<file path="src/rtl/wb_slave_router.sv">
// wb_slave_router: routes Wishbone cycles from the bridge master port to the
// register slave, the RAM slave, or an unmapped responder. Address, data and
// control are registered before they reach the slaves. Read data and the
// acknowledge are registered on the way back to the bridge.
// Optional watchdog: define WB_ROUTER_TIMEOUT_EN to abort BUSY transfers after
// TIMEOUT_CYCLES cycles without a slave ACK.
module wb_slave_router #(
  parameter int          ADDRWIDTH      = 10,
  parameter int          SEL_LSB        = 7,
  parameter int          REG_SEL        = 0,
  parameter int          RAM_SEL        = 1,
  parameter logic [31:0] UNMAPPED_VALUE = 32'hFABDEFAC,
  parameter logic [31:0] TIMEOUT_VALUE  = 32'h0BAD0ACC,
  parameter int          TIMEOUT_CYCLES = 255
) (
  input  logic                 WBs_CLK_i,
  input  logic                 WBs_RST_i,
  input  logic [ADDRWIDTH-1:0] WBs_ADR_i,
  input  logic                 WBs_CYC_i,
  input  logic                 WBs_STB_i,
  input  logic                 WBs_WE_i,
  input  logic [3:0]           WBs_BYTE_STB_i,
  input  logic [31:0]          WBs_DAT_i,
  output logic [31:0]          WBs_DAT_o,
  output logic                 WBs_ACK_o,
  output logic [SEL_LSB-1:0]   Slv_ADR_o,
  output logic [31:0]          Slv_DAT_o,
  output logic                 Slv_WE_o,
  output logic [3:0]           Slv_BYTE_STB_o,
  output logic                 Reg_CYC_o,
  output logic                 Reg_STB_o,
  input  logic                 Reg_ACK_i,
  input  logic [31:0]          Reg_DAT_i,
  output logic                 Ram_CYC_o,
  output logic                 Ram_STB_o,
  input  logic                 Ram_ACK_i,
  input  logic [31:0]          Ram_DAT_i,
  output logic                 Timeout_o,
  output logic [7:0]           Timeout_Cnt_o
);

  localparam int              SELW      = ADDRWIDTH - SEL_LSB;
  localparam logic [SELW-1:0] REG_SEL_V = SELW'(REG_SEL);
  localparam logic [SELW-1:0] RAM_SEL_V = SELW'(RAM_SEL);

  typedef enum logic [1:0] {
    ST_IDLE  = 2'd0,
    ST_BUSY  = 2'd1,
    ST_ACK   = 2'd2,
    ST_UNMAP = 2'd3
  } state_e;

  state_e             state_q,   state_d;
  logic [SEL_LSB-1:0] slv_adr_q, slv_adr_d;
  logic [31:0]        slv_dat_q, slv_dat_d;
  logic               slv_we_q,  slv_we_d;
  logic [3:0]         slv_be_q,  slv_be_d;
  logic               sel_ram_q, sel_ram_d;
  logic [31:0]        wbs_dat_q, wbs_dat_d;

  logic [SELW-1:0]    adr_sel;
  logic               slv_ack;
  logic [31:0]        slv_rdat;
  logic               wdog_expired;

  assign adr_sel  = WBs_ADR_i[ADDRWIDTH-1:SEL_LSB];
  // Only the selected slave's ACK and data are ever looked at.
  assign slv_ack  = sel_ram_q ? Ram_ACK_i : Reg_ACK_i;
  assign slv_rdat = sel_ram_q ? Ram_DAT_i : Reg_DAT_i;

  // Next-state and datapath decode for the transfer FSM.
  always_comb begin
    // NOTE: every signal gets its hold value first so no path leaves it unassigned, which would infer a latch.
    state_d   = state_q;
    slv_adr_d = slv_adr_q;
    slv_dat_d = slv_dat_q;
    slv_we_d  = slv_we_q;
    slv_be_d  = slv_be_q;
    sel_ram_d = sel_ram_q;
    wbs_dat_d = wbs_dat_q;
    case (state_q)
      ST_IDLE: begin
        if (WBs_CYC_i && WBs_STB_i) begin
          slv_adr_d = WBs_ADR_i[SEL_LSB-1:0];
          slv_dat_d = WBs_DAT_i;
          slv_we_d  = WBs_WE_i;
          slv_be_d  = WBs_BYTE_STB_i;
          sel_ram_d = (adr_sel == RAM_SEL_V);
          if ((adr_sel == REG_SEL_V) || (adr_sel == RAM_SEL_V)) state_d = ST_BUSY;
          else                                                  state_d = ST_UNMAP;
        end
      end
      ST_BUSY: begin
        // Master abandon beats everything; a real ACK beats the watchdog.
        if (!WBs_CYC_i) begin
          state_d = ST_IDLE;
        end else if (slv_ack) begin
          wbs_dat_d = slv_rdat;
          state_d   = ST_ACK;
        end else if (wdog_expired) begin
          wbs_dat_d = TIMEOUT_VALUE;
          state_d   = ST_ACK;
        end
      end
      ST_ACK:   state_d = ST_IDLE;
      ST_UNMAP: begin
        wbs_dat_d = UNMAPPED_VALUE;
        state_d   = ST_ACK;
      end
      default:  state_d = ST_IDLE;
    endcase
  end

  // State and forwarded-signal registers with synchronous reset.
  always_ff @(posedge WBs_CLK_i) begin
    if (WBs_RST_i) begin
      state_q   <= ST_IDLE;
      slv_adr_q <= '0;
      slv_dat_q <= '0;
      slv_we_q  <= 1'b0;
      slv_be_q  <= '0;
      sel_ram_q <= 1'b0;
      wbs_dat_q <= '0;
    end else begin
      // NOTE: non-blocking assignments so every register samples pre-edge values regardless of statement order.
      state_q   <= state_d;
      slv_adr_q <= slv_adr_d;
      slv_dat_q <= slv_dat_d;
      slv_we_q  <= slv_we_d;
      slv_be_q  <= slv_be_d;
      sel_ram_q <= sel_ram_d;
      wbs_dat_q <= wbs_dat_d;
    end
  end

  assign WBs_DAT_o      = wbs_dat_q;
  assign WBs_ACK_o      = (state_q == ST_ACK);
  assign Slv_ADR_o      = slv_adr_q;
  assign Slv_DAT_o      = slv_dat_q;
  assign Slv_WE_o       = slv_we_q;
  assign Slv_BYTE_STB_o = slv_be_q;
  assign Reg_CYC_o      = (state_q == ST_BUSY) && !sel_ram_q;
  assign Reg_STB_o      = (state_q == ST_BUSY) && !sel_ram_q;
  assign Ram_CYC_o      = (state_q == ST_BUSY) &&  sel_ram_q;
  assign Ram_STB_o      = (state_q == ST_BUSY) &&  sel_ram_q;

`ifdef WB_ROUTER_TIMEOUT_EN
  logic [7:0] wdog_q,        wdog_d;
  logic       timeout_q,     timeout_d;
  logic [7:0] timeout_cnt_q, timeout_cnt_d;
  logic       timeout_hit;

  // The count equals the number of BUSY cycles so far, including the current one.
  assign wdog_expired = (wdog_q == 8'(TIMEOUT_CYCLES));
  assign timeout_hit  = (state_q == ST_BUSY) && WBs_CYC_i && !slv_ack && wdog_expired;

  // Watchdog count and the sticky/saturating abort statistics.
  always_comb begin
    wdog_d        = 8'd0;
    timeout_d     = timeout_q;
    timeout_cnt_d = timeout_cnt_q;
    if (state_d == ST_BUSY) wdog_d = (state_q == ST_BUSY) ? wdog_q + 8'd1 : 8'd1;
    if (timeout_hit) begin
      timeout_d = 1'b1;
      if (timeout_cnt_q != 8'hFF) timeout_cnt_d = timeout_cnt_q + 8'd1;
    end
  end

  // Watchdog registers.
  always_ff @(posedge WBs_CLK_i) begin
    if (WBs_RST_i) begin
      wdog_q        <= 8'd0;
      timeout_q     <= 1'b0;
      timeout_cnt_q <= 8'd0;
    end else begin
      wdog_q        <= wdog_d;
      timeout_q     <= timeout_d;
      timeout_cnt_q <= timeout_cnt_d;
    end
  end

  assign Timeout_o     = timeout_q;
  assign Timeout_Cnt_o = timeout_cnt_q;
`else
  logic [7:0] unused_timeout_cycles;

  assign unused_timeout_cycles = 8'(TIMEOUT_CYCLES);
  assign wdog_expired          = 1'b0;
  assign Timeout_o             = 1'b0;
  assign Timeout_Cnt_o         = 8'd0;
`endif

endmodule

</file>
<file path="config.mk">
export PLATFORM = sky130hd
export DESIGN_NAME = wb_slave_router
export DESIGN_NICKNAME = d
export VERILOG_FILES = /design/src/rtl/wb_slave_router.sv
export SDC_FILE = /design/constraint.sdc
export NUM_CORES = 1
export LEC_CHECK = 0
export ABC_AREA = 1
export BUFFER_PORTS_ARGS = -buffer_cell sky130_fd_sc_hd__buf_4
export CAP_MARGIN = 20
export CORE_UTILIZATION = 25
export DETAILED_ROUTE_END_ITERATION = 7
export SLEW_MARGIN = 10
export SYNTH_ARGS = -nofsm -noshare
export SYNTH_HDL_FRONTEND = slang
export SYNTH_SLANG_ARGS = --single-unit
</file>
<file path="constraint.sdc">
create_clock -name WBs_CLK_i -period 2.1 [get_ports WBs_CLK_i]
set_input_delay 0.42 -clock WBs_CLK_i [delete_from_list [all_inputs] [get_ports WBs_CLK_i]]
set_output_delay 0.42 -clock WBs_CLK_i [all_outputs]
set_load 0.02 [all_outputs]
</file>
==> results.cfg <==
[min_path]
whs_path_depth = 2
hold_start = WBs_RST_i
hp-class = in -> reg
hold_path_end = state_q[0]

[critical_path]
reg2regPathDepth = 5
start_kind = flip-flop
critical_path.max_stage_delay_ns = 0.52
crit_family = flip-flops
crit_buf_inv = 1
critPathMaxFanout = 7
crit_required_ns = 1.68
cpMaxStageDelayCell = dfxtp_1
crit_path_cell_trace = nand2_1 > nor2_1 > buf_4
r2r_end = WBs_DAT_o[25]
end_kind = primary output
arrival_ns = 1.45
crit_type = reg -> out
r2r_slack_ns = 0.52
r2r-start = state_q[0]

[die]
die_y_um = 120
die_w_um = 120
dieArea_um2 = 14500
core.rowCount = 42
ios = 207
start_util = 0.261
coreArea_um2 = 13500

[synthesis]
synthFlopType = dfxtp_1
synthAdderAreaFrac = 0
synthTopCellsByCount = nor2_1 (139), nand2_1 (138), dfxtp_1 (79)
async_flop_share = 0
ys_seq_area_frac = 0.451
avgSynthCellArea_um2 = 6.65
synth_top_area_share = 0.451
yosys-top-cells-area = dfxtp_1 (45%), nor2_1 (15%), nand2_1 (15%), o21ai_0 (5.6%), nand3_1 (4.9%)
synth_compound_gate_area_share = 0.0813
syn_inst = 527
muxShareOfSynthArea = 0
synth_seq_cells = 79
syn_area_um2 = 3510
synth.largest_area_cell = dfxtp_1
synth_top_family_by_area = simple AND/OR/NAND/NOR gates
yosysMostFrequentCell = nor2_1
synth_xor_xnor_area_share = 0
synth_edf_count = 0
synth_warnings = 0
yosys.area_share.simple = 0.367
ys_types = 21

[grt]
track_usage = 0.149
grt_first_pass_wirelength_um = 16800
grt_overflow = 0
grt_pass1_vias = 3430
antenna_found_initial = 0
grt_max_degree = 47

[cells_and_area]
final_area_um2 = 5390
drive_gt1_frac = 0.327
n_antenna_cell = 0
syn2layout_area_growth_pct = 53.8
fin_nets = 830

[drt]
vias_per_cell = 4.20
drt_iter0_markers = 164
post_drt_wl_per_cell_um = 12.1
ant_nets = 0
drt-total-wl_um = 10800
dr.pass1.iters = 4
drc_errors = 0
vias = 3754

[power_and_ir_drop]
clockPowerShare = 0.407
p_leak_uw = 0.00278
switching_power_uw = 1090
p_per_area_nw_per_um2 = 756
seqPwrFrac = 0.402
ir_drop_mv = 0.380
p_int_uw = 2980
switching_share = 0.268
comb_power_share = 0.191

[clock_network]
ctsHtreeMaxLevel = 3
clk_latency_ns = 0.34
cts_root_buffer = clkbuf_16
clock_path_buffers = 2
clk_pin_slew_worst_paths_ns = 0.06
cts_hold_buf = 0
cts_tree = yes
cts_sinks = 79
cts_buffers = 9
cts_resized = 0
post-cts-setup-buffers = 0

[placement]
portBuffers = 197
gp_congestion = 0.748
placed_area_um2 = 5080
dp_hpwl_um = 8040

[sta]
period_share = 0.891
min_period_ns = 1.87
max_freq_mhz = 534
rsz0062_at_grt = no
setup_tns_ns = 0
hold_viol = 0
fin_skew_ns = 0.00533
drv_slew = 0
finalSetupViolations = 0
holdWs_ns = 0.285

[run_status]
outcome = finished clean

[flow_run]
max_cap_viol_count = 0
[kinds of logic (layout without fill, tap and decap cells)]
family / count (synthesis) / in the layout
flops: 79 / 79
buf+inv: 70 / 253
other cells: 1 / 9
compound gates: 57 / 57
simple gates: 320 / 320
[power groups by stage]
stage               Combinational [µW]  Clock, µW  Sequential, µW
floorplan                          331          0            1770
global placement                   789          0            1670
detailed placement                 786          0            1670
CTS                                789       1710            1640
global route                       860       1770            1650
finish                             778       1660            1640
[area by class of cell]
class,count,area [µm²]
repair buffers,208,1560
inverters,29,109
fillers,1501,8060
well taps,176,220
clock buffers,10,229
flip-flops and latches,79,1580
multi-input cells,386,1610
clock inverters,6,85.1
[worst max path at each step]
stage               cells after the start            end        from
floorplan                               5      Ram_STB_o   sel_ram_q
global placement                        5  WBs_DAT_o[23]  state_q[0]
detailed placement                      5   WBs_DAT_o[3]  state_q[0]
CTS                                     3      Reg_STB_o  state_q[0]
global route                            3      Reg_STB_o  state_q[0]
finish                                  3      Reg_STB_o  state_q[0]
[layout by cell type, fill, tap and decap left out]
cell type	instances
clkbuf_16	9
nand2_1	138
nand3_1	34
o21ai_1	6
inv_1	26
inv_2	3
clkbuf_1	1
or2_2	1
nor3_4	1
clkinv_2	2
conb_1	9
nand3_2	2
nor2_1	139
dfxtp_1	79
bufinv_16	2
o21ai_0	39
a21oi_1	12
buf_4	208
nand2_4	1
nand2_2	3
nor2_2	1
clkinvlp_4	2
[flip-flops by register name (all words and copies together), names as in the netlist]
signal / flops
Slv_ADR_o: 7
Slv_BYTE_STB_o: 4
Slv_DAT_o: 32
Slv_WE_o: 1
WBs_DAT_o: 32
sel_ram_q: 1
state_q: 2
[routing by layer]
layer,track usage,part of all wire,vias to the layer above
met2,0.244,0.45,150
met5,0,0,-
met1,0.174,0.42,1614
met3,0.0547,0.11,12
li1,-,-,1978
met4,0.0610,0.017,0
[through the flow]
| stage | utilization | instances | worst slack (ns) | power, µW |
|---|---|---|---|---|
| after floorplan | - | 535 | 0.446 | 2100 |
| after global placement | 0.378 | 878 | 0.505 | 2460 |
| after detailed placement | 0.378 | 878 | 0.494 | 2460 |
| after CTS | 0.401 | 894 | 0.179 | 4140 |
| after global routing | 0.401 | 894 | 0.128 | 4280 |
| final | 0.401 | 894 | 0.229 | 4080 |
(Power assumes the default switching activity.)
